$ cat src/rtl/tour_cmd_pkg.sv
// Shared types and constants for the knight's-tour command sequencer:
// FSM states, command opcodes, heading bytes and response bytes.
package tour_cmd_pkg;

    typedef enum logic [2:0] {
        IDLE,
        VERT,
        HOLDV,
        HORZ,
        HOLDH
    } tour_state_t;

    localparam int IDX_W = 5;
    localparam logic [IDX_W-1:0] LAST_MOVE = 5'd23;

    localparam logic [3:0] MOVE         = 4'h2;
    localparam logic [3:0] MOVE_FANFARE = 4'h3;

    localparam logic [7:0] HEAD_NORTH = 8'h00;
    localparam logic [7:0] HEAD_SOUTH = 8'h7F;
    localparam logic [7:0] HEAD_WEST  = 8'h3F;
    localparam logic [7:0] HEAD_EAST  = 8'hBF;

    localparam logic [7:0] RESP_IDLE = 8'hA5;
    localparam logic [7:0] RESP_TOUR = 8'h5A;

    // Unsigned square count of a signed 3-bit displacement, as the 4-bit command field.
    function automatic logic [3:0] magnitude(input logic signed [2:0] d);
        logic [2:0] mag;
        mag = d[2] ? (~d + 3'd1) : d;
        return {1'b0, mag};
    endfunction

endpackage

$ cat src/rtl/tour_cmd_if.sv
// Handshake bundle between the tour sequencer, the tour solver and the
// UART / command-processor side.
interface tour_cmd_if;
    import tour_cmd_pkg::*;

    logic             start_tour;
    logic [7:0]       move;
    logic [IDX_W-1:0] mv_indx;
    logic [15:0]      cmd_UART;
    logic             cmd_rdy_UART;
    logic             clr_cmd_rdy;
    logic             send_resp;
    logic [15:0]      cmd;
    logic             cmd_rdy;
    logic [7:0]       resp;

    modport master (
        output start_tour, move, cmd_UART, cmd_rdy_UART, clr_cmd_rdy, send_resp,
        input  mv_indx, cmd, cmd_rdy, resp
    );

    modport slave (
        input  start_tour, move, cmd_UART, cmd_rdy_UART, clr_cmd_rdy, send_resp,
        output mv_indx, cmd, cmd_rdy, resp
    );

endinterface

$ cat src/rtl/tour_cmd_move_decode.sv
// Combinational decode of a one-hot knight move into signed (dx, dy).
// Multi-bit moves take the lowest set bit; an all-zero move means no motion.
module move_decode (
    input  logic [7:0]        move,
    output logic signed [2:0] dx,
    output logic signed [2:0] dy
);

    always_comb begin
        // NOTE: defaults first so every path assigns dx/dy and no latch is inferred.
        dx = 3'sd0;
        dy = 3'sd0;
        casez (move)
            8'b???????1: begin dx = -3'sd1; dy =  3'sd2; end
            8'b??????10: begin dx =  3'sd1; dy =  3'sd2; end
            8'b?????100: begin dx = -3'sd2; dy =  3'sd1; end
            8'b????1000: begin dx = -3'sd2; dy = -3'sd1; end
            8'b???10000: begin dx = -3'sd1; dy = -3'sd2; end
            8'b??100000: begin dx =  3'sd1; dy = -3'sd2; end
            8'b?1000000: begin dx =  3'sd2; dy = -3'sd1; end
            8'b10000000: begin dx =  3'sd2; dy =  3'sd1; end
            default:     begin dx =  3'sd0; dy =  3'sd0; end
        endcase
    end

endmodule

$ cat src/rtl/tour_cmd.sv
// Replays a solved knight's tour as vertical/horizontal move commands,
// muxed with the UART command path while idle.
module tour_cmd
    import tour_cmd_pkg::*;
(
    input  logic       clk,
    input  logic       rst,
    tour_cmd_if.slave  bus
);

    tour_state_t       state, state_nxt;
    logic [IDX_W-1:0]  mv_indx;
    logic signed [2:0] dx, dy;
    logic              last_move;
    logic [15:0]       vert_cmd, horz_cmd;

    move_decode u_move_decode (
        .move (bus.move),
        .dx   (dx),
        .dy   (dy)
    );

    assign last_move   = (mv_indx == LAST_MOVE);
    assign bus.mv_indx = mv_indx;

    assign vert_cmd = {MOVE,         dy[2] ? HEAD_SOUTH : HEAD_NORTH, magnitude(dy)};
    assign horz_cmd = {MOVE_FANFARE, dx[2] ? HEAD_WEST  : HEAD_EAST,  magnitude(dx)};

    // NOTE: sequential state uses non-blocking assignments so every register
    // samples pre-edge values regardless of process ordering.
    always_ff @(posedge clk or posedge rst) begin
        if (rst) state <= IDLE;
        else     state <= state_nxt;
    end

    always_ff @(posedge clk or posedge rst) begin
        if (rst)
            mv_indx <= '0;
        else if (state == IDLE && bus.start_tour)
            mv_indx <= '0;
        else if (state == HOLDH && bus.send_resp && !last_move)
            mv_indx <= mv_indx + 5'd1;
    end

    always_comb begin
        state_nxt = state;
        unique case (state)
            IDLE:  if (bus.start_tour)  state_nxt = VERT;
            VERT:  if (bus.clr_cmd_rdy) state_nxt = HOLDV;
            HOLDV: if (bus.send_resp)   state_nxt = HORZ;
            HORZ:  if (bus.clr_cmd_rdy) state_nxt = HOLDH;
            HOLDH: if (bus.send_resp)   state_nxt = last_move ? IDLE : VERT;
            default:                    state_nxt = IDLE;
        endcase
    end

    // The final send_resp already reports idle so the command processor sees
    // the tour end in the same cycle it finishes the last leg.
    always_comb begin
        bus.cmd     = bus.cmd_UART;
        bus.cmd_rdy = bus.cmd_rdy_UART;
        bus.resp    = RESP_IDLE;
        unique case (state)
            IDLE: ;
            VERT: begin
                bus.cmd     = vert_cmd;
                bus.cmd_rdy = 1'b1;
                bus.resp    = RESP_TOUR;
            end
            HOLDV: begin
                bus.cmd     = vert_cmd;
                bus.cmd_rdy = 1'b0;
                bus.resp    = RESP_TOUR;
            end
            HORZ: begin
                bus.cmd     = horz_cmd;
                bus.cmd_rdy = 1'b1;
                bus.resp    = RESP_TOUR;
            end
            HOLDH: begin
                bus.cmd     = horz_cmd;
                bus.cmd_rdy = 1'b0;
                bus.resp    = (bus.send_resp && last_move) ? RESP_IDLE : RESP_TOUR;
            end
            default: ;
        endcase
    end

endmodule

$ cat src/flat_wrapper.sv
// flat-port wrapper written by rule: the top's interface ports become plain ports
module tour_cmd_flat import tour_cmd_pkg::*;
  (clk, rst, bus_start_tour, bus_move, bus_cmd_UART, bus_cmd_rdy_UART, bus_clr_cmd_rdy, bus_send_resp, bus_mv_indx, bus_cmd, bus_cmd_rdy, bus_resp);
  tour_cmd_if bus_i ();
  input  logic clk;
  input  logic rst;
  input wire logic [$bits(bus_i.start_tour)-1:0] bus_start_tour;
  input wire logic [$bits(bus_i.move)-1:0] bus_move;
  input wire logic [$bits(bus_i.cmd_UART)-1:0] bus_cmd_UART;
  input wire logic [$bits(bus_i.cmd_rdy_UART)-1:0] bus_cmd_rdy_UART;
  input wire logic [$bits(bus_i.clr_cmd_rdy)-1:0] bus_clr_cmd_rdy;
  input wire logic [$bits(bus_i.send_resp)-1:0] bus_send_resp;
  output wire logic [$bits(bus_i.mv_indx)-1:0] bus_mv_indx;
  output wire logic [$bits(bus_i.cmd)-1:0] bus_cmd;
  output wire logic [$bits(bus_i.cmd_rdy)-1:0] bus_cmd_rdy;
  output wire logic [$bits(bus_i.resp)-1:0] bus_resp;
  assign bus_i.start_tour = bus_start_tour;
  assign bus_i.move = bus_move;
  assign bus_i.cmd_UART = bus_cmd_UART;
  assign bus_i.cmd_rdy_UART = bus_cmd_rdy_UART;
  assign bus_i.clr_cmd_rdy = bus_clr_cmd_rdy;
  assign bus_i.send_resp = bus_send_resp;
  assign bus_mv_indx = bus_i.mv_indx;
  assign bus_cmd = bus_i.cmd;
  assign bus_cmd_rdy = bus_i.cmd_rdy;
  assign bus_resp = bus_i.resp;
  tour_cmd u_core (.clk(clk), .rst(rst), .bus(bus_i));
endmodule
$ cat config.mk
export PLATFORM = sky130hd
export DESIGN_NAME = tour_cmd_flat
export DESIGN_NICKNAME = d
export VERILOG_FILES = /design/src/rtl/tour_cmd_pkg.sv /design/src/rtl/tour_cmd_if.sv /design/src/rtl/tour_cmd_move_decode.sv /design/src/rtl/tour_cmd.sv /design/src/flat_wrapper.sv
export SDC_FILE = /design/constraint.sdc
export NUM_CORES = 1
export LEC_CHECK = 0
export BUFFER_PORTS_ARGS = -buffer_cell sky130_fd_sc_hd__clkbuf_2
export CAP_MARGIN = 20
export CORE_MARGIN = 5
export CORE_UTILIZATION = 39
export DETAILED_ROUTE_END_ITERATION = 12
export PLACE_DENSITY = 0.75
export SYNTH_ARGS = -nofsm -noshare
export SYNTH_HDL_FRONTEND = slang
export SYNTH_HIERARCHICAL = 1
export SYNTH_SLANG_ARGS = --single-unit
$ cat constraint.sdc
create_clock -name clk -period 1.9 [get_ports clk]
set_clock_uncertainty 0.05 [all_clocks]
set_input_delay 0.38 -clock clk [delete_from_list [all_inputs] [get_ports clk]]
set_output_delay 0.38 -clock clk [all_outputs]
set_load 0.005 [all_outputs]
### Word-level counts from Yosys, hierarchy flattened

Index checks and enable logic that the tools add are counted.

| cells by class | value |
|---|---|
| equal/unequal tests | 17 |
| add/subtract/negate cells | 3 |
| multiplexer cells | 19 |
| reduce and logical (&&, ||, !) cells | 21 |
| bitwise operators | 2 |

Operator list:

| operator | count |
|---|---|
| $pmux W16 S2 | 1 |
| $pmux W3 S4 | 2 |
| $reduce_or A2 Y1 | 12 |
| $mux W3 | 7 |
| $mux W8 | 2 |
| $pmux W8 S2 | 1 |
| $pmux W3 S5 | 1 |
| $eq A5 B5 Y1 const B | 2 |
| $mux W5 | 2 |
| $ne A2 B2 Y1 const B | 5 |
| $eq A8 B8 Y1 const B | 1 |
| $eq A7 B7 Y1 const B | 1 |
| $mux W7 | 1 |
| $add A3 B1 Y3 const B | 2 |
| $eq A3 B2 Y1 const B | 2 |
| $eq A3 B3 Y1 const B | 2 |
| $eq A6 B6 Y1 const B | 1 |
| $not A3 Y3 | 2 |
| $add A5 B1 Y5 const B | 1 |
| $reduce_and A5 Y1 | 1 |
| $eq A4 B4 Y1 const B | 1 |
| $logic_and A1 B1 Y1 | 4 |
| $eq A3 B1 Y1 const B | 1 |
| $logic_not A3 Y1 | 1 |
| 6 further kinds | 6 |

| word-level totals | value |
|---|---|
| word-level logic and storage cells | 64 |
| flip-flop bits (word level) | 8 |
| output and inout bits | 30 |
| input port bits | 30 |

### Logic depth before layout (Yosys ltp)

Gate-level depths: netlist of run 1.

| logic depth | value |
|---|---|
| word-level depth | 7 |
| mapped depth | 8 |
| depth with buffers taken out | 8 |

### Hierarchy

Netlist of run 1, hierarchy kept.

Modules (own cells, without submodules):

| module | area an instance (µm²) | seq. area each (µm²) | cells each | times used |
|---|---|---|---|---|
| tour_cmd | 888.4 | 200.2 | 108 | 1 |
| move_decode | 86.3 | 0.0 | 15 | 1 |

### Worst setup path after synthesis of run 1

No wires, ideal clock.

| path | value |
|---|---|
| path kind | in2out |
| from | input port bus_move[3] |
| to | output port bus_cmd[1] |
| data arrival time | 1.482 ns |
| path slack | -0.012 ns |
| stages | 7 |
| path buffers | 0 |
| required time | 1.470 ns |
| cells stage by stage | nor3_2 nor2_1 or3_1 inv_1 ha_1 mux2i_1 a222oi_1 |

| between the ends | value |
|---|---|
| word-level cells in the longest chain between the ends | 7 |
| elaborated cells between the ends (all ways) | 21 |

Ends and longest elaborated chain:

| what | RTL line | text |
|---|---|---|
| from (decl) | flat_wrapper.sv:8 | `input wire logic [$bits(bus_i.move)-1:0] bus_move;` |
| $eq A8 B8 Y1, or another cell as far along | tour_cmd_move_decode.sv:13 | `casez (move)` |
| $reduce_or A2 Y1 (no line) | -- |  |
| $pmux W3 S4 (*) | tour_cmd_move_decode.sv:13 |  |
| net u_core.dx[1] | tour_cmd.sv:13 | `logic signed [2:0] dx, dy;` |
| $not A3 Y3 | tour_cmd_pkg.sv:30 | `mag = d[2] ? (~d + 3'd1) : d;` |
| $add A3 B1 Y3 | tour_cmd_pkg.sv:30 |  |
| $mux W3 (*) | tour_cmd_pkg.sv:30 |  |
| $pmux W16 S2 (*) | tour_cmd.sv:63 | `unique case (state)` |
| to (decl) | flat_wrapper.sv:14 | `output wire logic [$bits(bus_i.cmd)-1:0] bus_cmd;` |

The timed path passes the listed nets; every way through them passes the cells marked *.

### Final worst setup path of run 1

Same ends and word-level chain as after synthesis.

==> summary.txt, run 1 <==
final hold vios: 0
Rows: 18
clock slew at reported path FFs: 0.05 ns
Logic pwr share: 0.812
Crit path largest cell delay: 0.37 ns
crit-path cells: buf_6 > nor3_2 > nor2_1 > or3_1 > inv_1 > ha_1 > mux2i_1 > a222oi_1 > buf_2
Post-synth EDFFs: 0
ys flop type: dfrtp_1
Placer Congestion: 0.869
final WL: 3.16 mm
Setup crit start kind: input port
Synth async-reset ratio: 1.00
total power: 2.11 mW
nets@finish: 231
Routed Antenna Nets: 0
family with the most delay on the worst path: simple AND/OR/NAND/NOR gates
root buffer cell: clkbuf_4
shortest period the worst path allows: 2.21 ns
Total GRT Usage: 0.172
sequential cell fraction of total power: 0.127
Yosys cell types: 46
via count: 1189
crit path max fanout: 2
buffers and inverters on the worst path: 3
pwr dens: 1390 nW/um2
Clock Path Buffers: 2
Leakage Power: 0.788 nW
PortBufs: 59
drt drc: 0
Yosys reg bits: 8
Filler cells: 214
Yosys top cell area share: 0.205
first-pass GRT wire length: 4.84 mm
clock network fraction of design power: 0.061
vias in the first global route: 1200
share of layout cells above drive strength 1: 0.541
top-count cell post-synth: inv_1
Pre-Repair DR Iteration Count: 4
Min-Delay Path Class: in -> async
DRT iter0 DRCs: 21
die area: 3600 um2
Int Pwr: 1.16 mW
initial core utilization: 0.401
Syn Nets: 156
CTS Sinks: 8
failing checks: setup timing
Core ar.: 2430 um2
Setup violations, final: 17
die width: 60.0 um
initial antenna violation count: 0
Clk Latency, worst-skew pair: 0.25 ns
detailed placement HPWL: 2.44 mm
Avg Synthesized Cell Area: 7.92 um2
Switching Power: 0.945 mW
Antenna Cells: 0
Tcrit/Tclk final: 1.16
Worst Setup Slack, final: -0.309 ns
Num CTS Buffers: 3
final instance area: 1520 um2
Die Ht: 60.0 um
hold slack: 0.0103 ns
Slew @ Worst Pin: 0.489 ns
Slew HR: 0.672
status: complete, but fails checks
Area growth, synth to finish: 55.5%
Yosys warnings: 6
crit path capture type: primary output
Post-CTS Hold Buffers: 0
CTS tree: done
Max Slew Vio Count: 0
final core utilization: 0.623
via/cell ratio: 5.26
Ports: 60
max cap viols: 0
Critical Path AT: 1.78 ns
RSZ-0062 raised after global routing: yes
Max rail drop VDD: 0.00121 V
CP Class: in -> out
Seq/Total Area, Yosys: 0.205
htree depth: 1
fmax: 0.453 GHz
DP Area: 1340 um2
largest net degree at the start of global routing: 9
Fin Setup TNS: -2.56 ns
Critical Path RT: 1.47 ns
Yosys top cell by area: dfrtp_1
aggregate global routing overflow: 0
top post-synthesis cells by area: dfrtp_1 21%, o21a_1 5.4%, inv_1 5.0%
post-synthesis instance total: 123
Synth top cells by count: 13 x inv_1, 8 x dfrtp_1, 7 x nor2_1, 7 x o21a_1, 7 x o21ai_0
slowest stage cell, crit path: or3_1
Sw Ratio: 0.448
Routed WL per cell: 14.0 um
post-synthesis instance area: 975 um2
-- routing by layer --
layer,up-vias,part of all wire,GRT usage
li1,594,-,-
met1,548,0.41,0.192
met2,45,0.53,0.321
met3,2,0.061,0.0302
met4,0,0.0013,0.0570
met5,-,0,0
-- cell usage in the layout (no fill, tap or decap), drive strengths merged, types with 2 or more instances in the layout --
cell type  count
ha             3
o21ai          7
nor2           8
a21oi          7
nor3           5
or2            3
or3            2
xor2           2
mux2i          2
dfrtp          8
xnor2          2
and2           5
inv           13
nand2          5
nand3          4
buf           28
o31ai          2
clkbuf        56
o21a           7
nand2b         4
o211ai         4
-- path summary, 6_finish.rpt --
path                                                        start                                end  slack [ns]  cells after the start
min in group clk                                  bus_clr_cmd_rdy        u_core/state[2]$_DFFE_PP0P_        0.40                      3
worst min register to register  u_core/bus.mv_indx[2]$_DFFE_PP0P_  u_core/bus.mv_indx[2]$_DFFE_PP0P_        0.53                      1
worst max register to register        u_core/state[0]$_DFFE_PP0P_  u_core/bus.mv_indx[4]$_DFFE_PP0P_        0.13                      5
worst max-delay path                                  bus_move[3]                         bus_cmd[1]       -0.31                      9
worst min-delay path                                          rst  u_core/bus.mv_indx[2]$_DFFE_PP0P_        0.01                      2
max in group asynchronous                                     rst        u_core/state[0]$_DFFE_PP0P_        1.52                      2
-- stage by stage --
| stage | setup slack (ns) | cells |
|---|---|---|
| 5_1_grt | -0.448 | 226 |
| 4_1_cts | -0.327 | 224 |
| 3_3_place_gp | -0.234 | 217 |
| 6_report | -0.309 | 226 |
| 2_1_floorplan | 0.00508 | 123 |
| 3_5_place_dp | -0.335 | 217 |
-- power by group through the flow --
stage / combinational [mW] / sequential, mW / clock (mW)
after floorplan: 0.964 / 0.259 / 0
after global placement: 1.40 / 0.255 / 0
after detailed placement: 1.43 / 0.255 / 0
after CTS: 1.61 / 0.264 / 0.134
after global routing: 1.88 / 0.273 / 0.141
final: 1.71 / 0.267 / 0.129
-- timing repair --
item	4_1_cts	5_1_grt
pin swaps	5	4
resized for setup	14	17
endpoints found under the setup margin	22	24
setup buffers	4	2
-- area by class of cell --
| class | count | area (um2) | area share |
|---|---|---|---|
| sequential | 8 | 203 | 0.134 |
| timing repair buffer | 81 | 478 | 0.315 |
| multi-input combinational | 91 | 726 | 0.479 |
| clock buffer | 3 | 22.5 | 0.0149 |
| inverter | 13 | 48.8 | 0.0322 |
| tap | 30 | 37.5 | 0.0248 |
-- cell families (layout without fill, tap and decap cells) --
| logic type | count (synthesis) | after routing | share of synthesized area |
|---|---|---|---|
| buf+inv | 24 | 97 | 0.141 |
| mux | 2 | 2 | 0.0205 |
| fa+ha+maj | 3 | 3 | 0.0385 |
| simple gates | 42 | 42 | 0.258 |
| compound gates | 40 | 40 | 0.300 |
| xor+xnor | 4 | 4 | 0.0360 |
| flops | 8 | 8 | 0.205 |
-- registers in the layout, summed over array words and instances (netlist names) --
register            count
u_core/bus.mv_indx      5
u_core/state            3
No activity file was read; power rests on OpenSTA's default activity.
==> run 2, diff against run 1 <==
--- a/config.mk
+++ b/config.mk
@@ -8,10 +8,9 @@
 export BUFFER_PORTS_ARGS = -buffer_cell sky130_fd_sc_hd__clkbuf_2
 export CAP_MARGIN = 20
 export CORE_MARGIN = 5
-export CORE_UTILIZATION = 39
+export CORE_UTILIZATION = 37
 export DETAILED_ROUTE_END_ITERATION = 12
-export PLACE_DENSITY = 0.75
+export PLACE_DENSITY = 0.74
 export SYNTH_ARGS = -nofsm -noshare
 export SYNTH_HDL_FRONTEND = slang
-export SYNTH_HIERARCHICAL = 1
 export SYNTH_SLANG_ARGS = --single-unit
==> summary.txt, run 2 <==
Reg with most FFs: u_core.bus.mv_indx
top post-synthesis cells by area: dfrtp_1 23%, buf_4 6.0%, nor2_1 5.5%
Yosys warnings: 0
crit path max fanout: 2
most frequent cells in the layout: 49 x clkbuf_2, 26 x buf_4, 9 x buf_6
die area: 3460 um2
RSZ-0062 raised after global routing: yes
Area growth, synth to finish: 84.9%
Total GRT Usage: 0.174
Synth async-reset ratio: 1.00
final hold vios: 0
post-synthesis instance total: 114
Fin Setup TNS: -0.916 ns
CP Class: in -> out
multiplexer share of the synthesized area: 0.0369
die width: 58.8 um
Filler cells: 153
initial core utilization: 0.394
Critical Path AT: 1.96 ns
PortBufs: 59
Max rail drop VDD: 0.00105 V
hold slack: 0.358 ns
Die Ht: 58.8 um
top-count cell post-synth: nor2_1
Clk Latency, worst-skew pair: 0.25 ns
Worst path depth: 8
total power: 2.39 mW
via/cell ratio: 5.31
CTS Sinks: 8
Yosys top cell area share: 0.227
status: complete, but fails checks
drt drc: 0
Slew @ Worst Pin: 0.583 ns
Setup violations, final: 10
XOR/XNOR Fraction of Synth Area: 0.0682
Setup crit end: bus_cmd[1]
slowest stage cell, crit path: a221o_1
ys flop type: dfrtp_1
shortest period the worst path allows: 2.39 ns
aggregate global routing overflow: 0
max cap viols: 0
Yosys reg bits: 8
max reg flops: 5
Core ar.: 2230 um2
family with the most delay on the worst path: compound AO/OA/AOI/OAI gates
Pre-Repair DR Iteration Count: 4
crit-path cells: buf_8 > nor2_4 > nor3_2 > o31ai_2 > ha_1 > a211o_1 > a221o_1 > clkbuf_2
Setup crit start kind: input port
largest family of logic cells by synthesized area: simple AND/OR/NAND/NOR gates
Synth top cells by count: 13 x nor2_1, 8 x a21oi_1, 8 x dfrtp_1, 8 x nand2_1, 8 x o21ai_0
Critical Path RT: 1.47 ns
Routed Antenna Nets: 0
root buffer cell: clkbuf_4
nets@finish: 232
Seq/Total Area, Yosys: 0.227
CTS tree: done
final WL: 3.45 mm
Slew HR: 0.608
crit path capture type: primary output
via count: 1195
Placer Congestion: 0.841
simple logic cell fraction of the synthesized area: 0.271
Post-synth EDFFs: 0
buffers and inverters on the worst path: 2
Antenna Cells: 0
detailed placement HPWL: 2.30 mm
compound-gate portion of the synthesized area: 0.261
Routed WL per cell: 15.3 um
largest registers: u_core.bus.mv_indx (5), u_core.state (3)
Max Slew Vio Count: 0
initial antenna violation count: 0
DRT iter0 DRCs: 27
Adder-Cell Fraction of Synth Area: 0.0426
Tcrit/Tclk final: 1.26
r2r setup slk: 0.10 ns
largest net degree at the start of global routing: 11
share of layout cells above drive strength 1: 0.614
post-synthesis instance area: 881 um2
first-pass GRT wire length: 4.66 mm
failing checks: setup timing
vias in the first global route: 1106
Yosys cell types: 39
Rows: 17
FF-to-FF End: u_core.bus.mv_indx[3]$_DFFE_PP0P_
Leakage Power: 0.830 nW
fmax: 0.418 GHz
htree depth: 1
CP Launch Point: bus_move[6]
FF-to-FF path depth: 7
Min-Delay Path Class: in -> reg
Yosys top cell by area: dfrtp_1
pwr dens: 1470 nW/um2
Ports: 60
Crit path largest cell delay: 0.33 ns
Num CTS Buffers: 3
clock slew at reported path FFs: 0.05 ns
Avg Synthesized Cell Area: 7.73 um2
Syn Nets: 147
Clock Path Buffers: 2
commonest non-fill, non-tap cell in the layout: clkbuf_2
Worst Setup Slack, final: -0.492 ns
reg-to-reg critical path startpoint: u_core.state[0]$_DFFE_PP0P_
run 2: kinds of logic (layout without fill, tap and decap cells):
group           after synthesis  in the layout
simple gates                 45             45
compound gates               35             35
buf+inv                      14             97
flops                         8              8
xor+xnor                      6              6
fa+ha+maj                     3              3
mux                           3              3
run 2: timing repair:
action	in CTS	in global routing
pin swaps	13	12
hold buffers	1	0
setup endpoints to repair	23	23
buffers inserted	8	10
gates resized for setup	22	27
hold endpoints to repair	4	0
run 2: worst reg2reg max path: stages (launching register included):
cell,delay (ns)
dfrtp_1,0.42
buf_6,0.17
nor3b_4,0.19
buf_4,0.13
buf_4,0.11
nand3_4,0.12
or3_1,0.38
a21oi_1,0.15
run 2: worst min-delay path by stage:
stage                                              endpoint  slack (ns)  cells past startpoint       startpoint
final                           u_core.state[2]$_DFFE_PP0P_        0.36                      3  bus_clr_cmd_rdy
after global routing            u_core.state[2]$_DFFE_PP0P_        0.37                      3  bus_clr_cmd_rdy
after CTS                       u_core.state[2]$_DFFE_PP0P_        0.35                      3  bus_clr_cmd_rdy
after detailed placement  u_core.bus.mv_indx[0]$_DFFE_PP0P_        0.27                      2              rst
after global placement    u_core.bus.mv_indx[0]$_DFFE_PP0P_        0.26                      2              rst
after floorplan           u_core.bus.mv_indx[0]$_DFFE_PP0P_        0.15                      1              rst
run 2: per-stage QoR:
step | instance area [um2] | cells | worst slack (ns) | utilization
after CTS | 1440 | 215 | -0.397 | 0.646
after floorplan | 897 | 114 | -0.148 | -
final | 1630 | 225 | -0.492 | 0.729
after global routing | 1630 | 225 | -0.561 | 0.729
after detailed placement | 1250 | 203 | -0.466 | 0.562
after global placement | 1250 | 203 | -0.408 | 0.562
run 2: routing by layer:
layer | wire length (um) | part of all wire | global-route usage
met5 | 0 | 0 | 0
met4 | 53 | 0.015 | 0.0712
met3 | 274 | 0.080 | 0.0373
met2 | 1820 | 0.53 | 0.311
met1 | 1300 | 0.38 | 0.197
run 2: layout make-up:
cell class                 instances  area (um2)  share of cell area
multi-input combinational         92         749               0.460
timing repair buffer              91         609               0.374
sequential                         8         201               0.124
tap                               28        35.0              0.0215
clock buffer                       3        22.5              0.0138
inverter                           3        11.3             0.00691
run 2: power by group:
| group | switching [mW] | internal (mW) |
|---|---|---|
| clock | 0.0551 | 0.0721 |
| combinational | 0.896 | 1.10 |
| sequential | 0.0532 | 0.211 |
